File: src/rtl/srrc_polyphase_interp_tx_if.sv
// Symbol/sample strobes, coefficient write port and sample output
// bundle for the SRRC polyphase interpolator.
interface srrc_polyphase_interp_tx_if #(
  parameter int L   = 4,
  parameter int TPP = 6
);
  localparam int AW = $clog2(L * TPP);

  logic               sym_clk_en;
  logic               sam_clk_en;
  logic signed [17:0] x_in;
  logic               coef_wr_en;
  logic [AW-1:0]      coef_addr;
  logic signed [17:0] coef_data;
  logic signed [17:0] y;
  logic               y_valid;
  logic               busy;
  logic               overrun;

  modport master (
    output sym_clk_en, sam_clk_en, x_in,
    output coef_wr_en, coef_addr, coef_data,
    input  y, y_valid, busy, overrun
  );

  modport slave (
    input  sym_clk_en, sam_clk_en, x_in,
    input  coef_wr_en, coef_addr, coef_data,
    output y, y_valid, busy, overrun
  );
endinterface

File: src/rtl/srrc_polyphase_interp_tx.sv
// Time-shared polyphase SRRC interpolator, one registered 18x18 MAC.
// Define SRRC_OUT_SAT_EN to clamp the output instead of wrapping.
module srrc_polyphase_interp_tx #(
  parameter int L     = 4,
  parameter int TPP   = 6,
  parameter int GUARD = 3
) (
  input logic clk,
  input logic reset,
  srrc_polyphase_interp_tx_if.slave bus
);
  localparam int N   = L * TPP;
  localparam int AW  = $clog2(N);
  localparam int KW  = $clog2(TPP + 1);
  localparam int XW  = (TPP > 1) ? $clog2(TPP) : 1;
  localparam int PW  = (L > 1) ? $clog2(L) : 1;
  localparam int PRW = 36;
  localparam int ACW = PRW + GUARD;

  typedef enum logic [1:0] {IDLE, MAC, DONE} state_t;

  state_t                state_q, state_d;
  logic signed [17:0]    x_q [TPP];
  logic signed [17:0]    x_d [TPP];
  logic signed [17:0]    h_q [N];
  logic signed [17:0]    h_d [N];
  logic signed [PRW-1:0] prod_q, prod_d;
  logic signed [ACW-1:0] acc_q, acc_d;
  logic [KW-1:0]         k_q, k_d;
  logic [PW-1:0]         p_q, p_d;
  logic signed [17:0]    y_q, y_d;
  logic                  y_valid_q, y_valid_d;
  logic                  busy_q, busy_d;
  logic                  overrun_q, overrun_d;

  logic [KW-1:0]         kk;
  logic [AW-1:0]         hidx;
  logic                  wr_ok;

  always_comb begin
    state_d   = state_q;
    x_d       = x_q;
    h_d       = h_q;
    prod_d    = prod_q;
    acc_d     = acc_q;
    k_d       = k_q;
    p_d       = p_q;
    y_d       = y_q;
    y_valid_d = y_valid_q;
    busy_d    = busy_q;
    overrun_d = overrun_q;

    kk   = (k_q < KW'(TPP)) ? k_q : '0;
    hidx = AW'(int'(kk) * L + int'(p_q));

    // The delay line keeps shifting even mid-MAC.
    if (bus.sym_clk_en) begin
      x_d[0] = bus.x_in;
      for (int i = 1; i < TPP; i++) x_d[i] = x_q[i-1];
    end

    if (busy_q && (bus.sam_clk_en || bus.sym_clk_en))
      overrun_d = 1'b1;

    wr_ok = bus.coef_wr_en && !busy_q && !bus.sam_clk_en &&
            ({1'b0, bus.coef_addr} < (AW+1)'(N));
    if (wr_ok) h_d[bus.coef_addr] = bus.coef_data;

    unique case (state_q)
      IDLE: begin
        y_valid_d = 1'b0;
        if (bus.sam_clk_en) begin
          p_d     = bus.sym_clk_en ? '0 : p_q + PW'(1);
          acc_d   = '0;
          k_d     = '0;
          busy_d  = 1'b1;
          state_d = MAC;
        end
      end
      MAC: begin
        // Product is registered, so the accumulate trails by one clk.
        if (k_q < KW'(TPP))
          prod_d = PRW'(x_q[XW'(kk)]) * PRW'(h_q[hidx]);
        if (k_q != '0)
          acc_d = acc_q + ACW'(prod_q);
        k_d = k_q + KW'(1);
        if (k_q == KW'(TPP)) state_d = DONE;
      end
      DONE: begin
`ifdef SRRC_OUT_SAT_EN
        if (!(&acc_q[ACW-1:34]) && (|acc_q[ACW-1:34]))
          y_d = acc_q[ACW-1] ? 18'sh20000 : 18'sh1FFFF;
        else
          y_d = acc_q[34:17];
`else
        y_d = acc_q[34:17];
`endif
        y_valid_d = 1'b1;
        busy_d    = 1'b0;
        state_d   = IDLE;
      end
      default: state_d = IDLE;
    endcase
  end

  always_ff @(posedge clk or posedge reset) begin
    if (reset) begin
      state_q   <= IDLE;
      for (int i = 0; i < TPP; i++) x_q[i] <= '0;
      for (int i = 0; i < N; i++) h_q[i] <= '0;
      prod_q    <= '0;
      acc_q     <= '0;
      k_q       <= '0;
      p_q       <= '0;
      y_q       <= '0;
      y_valid_q <= 1'b0;
      busy_q    <= 1'b0;
      overrun_q <= 1'b0;
    end else begin
      state_q   <= state_d;
      x_q       <= x_d;
      h_q       <= h_d;
      prod_q    <= prod_d;
      acc_q     <= acc_d;
      k_q       <= k_d;
      p_q       <= p_d;
      y_q       <= y_d;
      y_valid_q <= y_valid_d;
      busy_q    <= busy_d;
      overrun_q <= overrun_d;
    end
  end

  assign bus.y       = y_q;
  assign bus.y_valid = y_valid_q;
  assign bus.busy    = busy_q;
  assign bus.overrun = overrun_q;
endmodule

File: src/flat_wrapper.sv
// flat-port wrapper written by rule: the top's interface ports become plain ports
module srrc_polyphase_interp_tx_flat 
#(
  parameter int L     = 4,
  parameter int TPP   = 6,
  parameter int GUARD = 3
)
  (clk, reset, bus_sym_clk_en, bus_sam_clk_en, bus_x_in, bus_coef_wr_en, bus_coef_addr, bus_coef_data, bus_y, bus_y_valid, bus_busy, bus_overrun);
  srrc_polyphase_interp_tx_if #(.L(L), .TPP(TPP)) bus_i ();
  input logic clk;
  input logic reset;
  input wire logic [$bits(bus_i.sym_clk_en)-1:0] bus_sym_clk_en;
  input wire logic [$bits(bus_i.sam_clk_en)-1:0] bus_sam_clk_en;
  input wire logic [$bits(bus_i.x_in)-1:0] bus_x_in;
  input wire logic [$bits(bus_i.coef_wr_en)-1:0] bus_coef_wr_en;
  input wire logic [$bits(bus_i.coef_addr)-1:0] bus_coef_addr;
  input wire logic [$bits(bus_i.coef_data)-1:0] bus_coef_data;
  output wire logic [$bits(bus_i.y)-1:0] bus_y;
  output wire logic [$bits(bus_i.y_valid)-1:0] bus_y_valid;
  output wire logic [$bits(bus_i.busy)-1:0] bus_busy;
  output wire logic [$bits(bus_i.overrun)-1:0] bus_overrun;
  assign bus_i.sym_clk_en = bus_sym_clk_en;
  assign bus_i.sam_clk_en = bus_sam_clk_en;
  assign bus_i.x_in = bus_x_in;
  assign bus_i.coef_wr_en = bus_coef_wr_en;
  assign bus_i.coef_addr = bus_coef_addr;
  assign bus_i.coef_data = bus_coef_data;
  assign bus_y = bus_i.y;
  assign bus_y_valid = bus_i.y_valid;
  assign bus_busy = bus_i.busy;
  assign bus_overrun = bus_i.overrun;
  srrc_polyphase_interp_tx #(.L(L), .TPP(TPP), .GUARD(GUARD)) u_core (.clk(clk), .reset(reset), .bus(bus_i));
endmodule
File: config.mk
export PLATFORM = sky130hd
export DESIGN_NAME = srrc_polyphase_interp_tx_flat
export DESIGN_NICKNAME = d
export VERILOG_FILES = /design/src/rtl/srrc_polyphase_interp_tx_if.sv /design/src/rtl/srrc_polyphase_interp_tx.sv /design/src/flat_wrapper.sv
export SDC_FILE = /design/constraint.sdc
export NUM_CORES = 2
export LEC_CHECK = 0
export ABC_AREA = 0
export BUFFER_PORTS_ARGS = -buffer_cell sky130_fd_sc_hd__buf_4
export CAP_MARGIN = 20
export CORE_MARGIN = 4
export CORE_UTILIZATION = 55
export CTS_CLUSTER_DIAMETER = 100
export DETAILED_ROUTE_END_ITERATION = 10
export GPL_TIMING_DRIVEN = 1
export PLACE_DENSITY = 0.71
export REMOVE_ABC_BUFFERS = 1
export SLEW_MARGIN = 25
export SYNTH_ARGS = -nofsm -noshare
export SYNTH_HDL_FRONTEND = slang
export SYNTH_SLANG_ARGS = --single-unit
File: constraint.sdc
create_clock -name clk -period 23.7 [get_ports clk]
set_input_delay 2.37 -clock clk [delete_from_list [all_inputs] [get_ports clk]]
set_output_delay 2.37 -clock clk [all_outputs]
set_load 0.02 [all_outputs]
; Yosys cells after proc, flatten, opt, wreduce, memory -nomap -nowiden
; Cells that the tools add are included.
[totals]
wordCells = 99
input_bits = 46
regBits = 643
[op_classes]
multipliers = 1
n_addsub = 4
n_reduce_logical = 18
n_eq_ne = 6
magnitude_cmp = 6
n_bitwise = 3
mux = 22
[op_table]
columns = operator, count
row1 = $bwmux 432, 1
row2 = $bmux 18 s5, 1
row3 = $demux 18 s5, 1
row4 = $mux 18, 5
row5 = $mux 39, 2
row6 = $pmux 39 s2, 1
row7 = $bmux 18 s3, 1
row8 = $add 39x36->39, 1
row9 = $mul 18x18->36, 1
row10 = $ge 6x6->1 const B, 2
row11 = $not 5->6, 2
row12 = $reduce_and 2->1, 5
row13 = $lt 6x1->1 const B, 1
row14 = $mux 2, 3
row15 = $mux 3, 2
row16 = $pmux 3 s2, 1
row17 = $add 5x2->5, 1
row18 = $logic_and 1x1->1, 5
row19 = $lt 5x5->1 const B, 1
row20 = $ge 4x4->1 const B, 1
row21 = $ne 2x1->1 const B, 2
row22 = $not 3->4, 1
row23 = $pmux 1 s2, 2
row24 = $pmux 2 s2, 1
row25 = 14 further kinds, 16

; Longest topological paths before layout
[depth]
depth_word = 8
mapped_depth = 33
mapped_depth_nobuf = 30

; Worst setup path before layout
; No wires, ideal clock.
[synth_timing]
path_kind = flip-flop to flip-flop
from = register u_core.p_q[0]
to = register u_core.prod_q[32]
stages_incl_launch_ff = 32
setup_time_ns = 0.135
arrival_time_ns = 7.519
slack_ns = 16.046
synth_period_minus_slack_ns = 7.654
path_cell_list = dfrtp_1 > buf_6 > buf_6 > buf_6 > buf_6 > mux4_2 > mux2i_1 > nor2_1 > a21oi_1 > inv_1 > nand2_1 > inv_1 > fa_1 > inv_1 > fa_1 > fa_1 > inv_1 > fa_1 > fa_1 > inv_1 > fa_1 > inv_1 > ha_1 > a21oi_1 > o211ai_1 > a32o_1 > a2111o_1 > a311o_1 > a21oi_1 > o21ai_1 > xnor2_1 > o21ai_0
[synth_between]
elab_chain_len = 6
[synth_lines]
columns = element, line_no
row1 = "start, declared", srrc_polyphase_interp_tx.sv:30  ; logic [PW-1:0] p_q, p_d;
row2 = "start signal, assigned", srrc_polyphase_interp_tx.sv:126  ; p_q <= p_d;
row3 = $add 5x2->5, srrc_polyphase_interp_tx.sv:54  ; hidx = AW'(int'(kk) * L + int'(p_q));
row4 = $not 5->6 (not written as such), srrc_polyphase_interp_tx.sv:83  ; prod_d = PRW'(x_q[XW'(kk)]) * PRW'(h_q[hidx]);
row5 = $bmux 18 s5, srrc_polyphase_interp_tx.sv:83
row6 = $mux 18 (not written as such) (2 in a row), srrc_polyphase_interp_tx.sv:83
row7 = $mul 18x18->36, srrc_polyphase_interp_tx.sv:83
row8 = "end signal, assigned", srrc_polyphase_interp_tx.sv:123  ; prod_q <= prod_d;
row9 = "end, declared", srrc_polyphase_interp_tx.sv:27  ; logic signed [PRW-1:0] prod_q, prod_d;
; No other way between the ends. The select of a mux whose other input is x is not followed.
; A chain may end at the register's enable or synchronous reset.

; Worst setup path in the final report
; Ends and elaborated chain as after synthesis.

==> impl_metrics.tcl <==
set metrics [dict create \
    vias 26808 \
    cts_resized 0 \
    avgSynthCellArea_um2 11.94 \
    drv_slew 0 \
    h-tree-depth 3 \
    fin_nets 3987 \
    io_pins 67 \
    hold_viol_final 0 \
    synth.largest_area_cell "dfrtp_1" \
    regToRegSetupSlack_ns 13.47 \
    synth-simple-area-share_pct 6.983 \
    cpMaxStageDelayCell "dfrtp_4" \
    post-cts-setup-buffer-count 0 \
    finalSetupViolations 0 \
    required_ns 24.16 \
    dieWidth_um 283.2 \
    grt_max_degree 179 \
    rows 100 \
    endpoint_kind "flop" \
    drt_pass1_iterations 5 \
    via_per_inst 5.938 \
    num-fill-cells 5947 \
    timing.hold.ws_ns 0.4796 \
    finalCriticalPeriod_ns 10.23 \
    period_share_pct 43.17 \
    routed_wl_um 99070 \
    synthArstFlopShare_pct 100.0 \
    dieArea_um2 80210 \
    r2r_cells 28 \
    drv_cap 0 \
    fin_area_um2 45660 \
    syn_to_final_growth_pct 9.592 \
    hold_path_class "reg2reg" \
    start_util_pct 55.68 \
    final_layout_size_suffix_gt1_share_pct 27.38 \
    synth_cell_types 68 \
    crit_type "reg2reg" \
    cts_hold_buffers 0 \
    synthMuxAreaShare_pct 22.69 \
    netlist_area_um2 41660 \
    antenna_found_initial 1 \
    grt_pass1_vias 28340 \
    antennaDiodeCount 0 \
    insertion_delay_ns 0.64 \
    routedWlPerCell_um 21.94 \
    worst-path-buf-inv 6 \
    synth_compound_area_share_pct 5.682 \
    slew_headroom_pct 26.48 \
    synth_xor_xnor_area_share_pct 1.303 \
    cts_buffers 71 \
    worstSetupEndpoint "u_core.prod_q[32]$_DFFE_PP0P_" \
    cts_buffer_depth 3 \
    synthFlopType "dfrtp_1" \
    tightest_slew_ns 1.103 \
    hpwl_um 65710 \
    grt_pass1_wl_um 159300 \
    cpLargestDelayFamily "adder cells" \
    postRouteAntennaNets 0 \
    whs_path_depth 2 \
    synth-seq-cells 638 \
    r2r_start "u_core.p_q[0]$_DFFE_PP0P_" \
    dieHeight_um 283.2 \
    rsz0062_at_grt "no" \
    core_um2 74820 \
    postPlaceCellArea_um2 43080 \
    drc 0 \
    crit_path_frequent_cell "fa_1" \
    r2r-end "u_core.prod_q[32]$_DFFE_PP0P_" \
    place.gp.congestion 0.9157 \
    cp.depth 28 \
    grtUsageTotal_pct 25.06 \
    synth_area_leaders "dfrtp_1, fa_1, mux2_2" \
    synth_fa_ha_area_share_pct 19.41 \
    yosysWarnings 0 \
    clkSlewWorstSetupHoldPaths_ns 0.06 \
    cp_max_fo 39 \
    syn_inst 3490 \
    cts_tree "done" \
    tns_ns 0 \
    synth-edff-count 0 \
    drtIter0Drc 1851 \
    yosysTopAreaCellShare_pct 38.32 \
    max_freq_mhz 97.73 \
    worst_clock_skew_ns 0.03608 \
    synth_top_family_by_area "multiplexers" \
    ys_seq_area_share_pct 38.32 \
    cpPeakStageDelay_ns 0.90 \
    numClockSinks 638 \
    grt_overflow 0 \
    crit_start "u_core.p_q[0]$_DFFE_PP0P_" \
    portBuffers 66 \
    status "finished, final reports clean" \
    cp.arrival_ns 10.69 \
    cts-root-buf "clkbuf_16" \
    cp-start-kind "flop" \
]
cell usage after synthesis (35+ instances only):
library cell and count:
dfrtp_1 638, fa_1 324, ha_1 128, mux4_2 111, o21ai_0 93, mux2i_1 51, mux2_2 572, nor2b_1 38
buf_2 47, clkbuf_1 112, nand2_1 321, nor2_1 204, inv_1 389, xnor2_1 35, a21oi_1 65
worst reg2reg max path, delay by kind of cell (launching register included):
| kind | cells | cell delay (ns) |
|---|---|---|
| DFF | 1 | 0.90 |
| buffers and inverters | 6 | 1.78 |
| AOI/OAI and AO/OA | 11 | 3.03 |
| xor gates and xnor gates | 1 | 0.15 |
| muxes | 1 | 0.59 |
| and+or+nand+nor | 2 | 0.32 |
| adders and majority gates | 7 | 3.31 |
registers in the layout, indices dropped and copies added, names as in the netlist:
| signal | cells |
|---|---|
| u_core.bus.busy | 1 |
| u_core.acc_q | 35 |
| u_core.state_q | 2 |
| u_core.p_q | 2 |
| u_core.bus.y | 18 |
| u_core.x_q | 108 |
| u_core.bus.y_valid | 1 |
| u_core.prod_q | 35 |
| u_core.k_q | 3 |
| u_core.h_q | 432 |
| u_core.bus.overrun | 1 |
how the worst min path moves through the flow:
stage / from / slack [ns] / endpoint
final: u_core.bus.y_valid$_DFFE_PP0P_ / 0.48 / u_core.bus.y_valid$_DFFE_PP0P_
after detailed placement: u_core.bus.y_valid$_DFFE_PP0P_ / 0.47 / u_core.bus.y_valid$_DFFE_PP0P_
after global placement: u_core.acc_q[13]$_DFFE_PP0P_ / 0.47 / u_core.acc_q[13]$_DFFE_PP0P_
after CTS: u_core.bus.y_valid$_DFFE_PP0P_ / 0.49 / u_core.bus.y_valid$_DFFE_PP0P_
after floorplan: u_core.acc_q[34]$_DFFE_PP0P_ / 0.45 / u_core.acc_q[34]$_DFFE_PP0P_
after global routing: u_core.h_q[213]$_DFFE_PP0P_ / 0.51 / u_core.h_q[213]$_DFFE_PP0P_
metal layers:
layer	share of wire [%]	routed length (µm)	vias up	global-route usage, %
met5	0.020	20	-	0
met4	4.2	4147	2	9.327
met3	4.7	4613	210	3.682
met2	50	49360	757	42.27
met1	41	40930	14064	33.28
li1	-	-	11775	-
kinds of logic after synthesis:
logic type	count (synthesis)
mux	734
simple gates	677
flops	638
buf+inv	578
fa+ha+maj	452
compound gates	349
xor+xnor	62
area by class of cell:
class	instances	area, µm²	area share [%]
Timing Repair Buffer	115	938.4	2.055
Multi-Input combinational cell	2274	23540	51.57
Clock buffer	106	2118	4.640
Tap cell	969	1212	2.655
Sequential cell	638	15980	34.99
Clock inverter	24	400.4	0.8769
Inverter	389	1468	3.214
placed cells by master, fill, tap and decap left out, drive strengths merged, types with 6 or more instances in the layout:
master and count:
o31ai 8, inv 392, mux4 111, dfrtp 638, o21a 11, xnor2 35, fa 324, a21oi 69
a311o 10, a21o 26, a221oi 10, mux2i 51, nand2 321, a221o 9, ha 128, xor2 27
and2 25, clkbuf 106, mux2 572, nor2 204, buf 113, a31oi 15, a211oi 29, nor3 14
or3 6, o21ai 104, a22o 10, nand3 13, nand3b 6, a21boi 8, o221ai 6, nor2b 38
nand2b 27, clkinv 13, and3 6
stage by stage:
stage / cells / util, % / setup WS, ns
3_3_place_gp: 4380 / 57.50 / 13.57
6_report: 4515 / 61.02 / 13.47
2_1_floorplan: 3301 / - / 3.458
4_1_cts: 4514 / 60.95 / 13.37
5_1_grt: 4515 / 61.02 / 12.64
3_5_place_dp: 4384 / 57.58 / 13.36
Power is left out: the tool's default activity adds up to more than one toggle a clock period on the data nets, which glitch-free logic cannot reach.
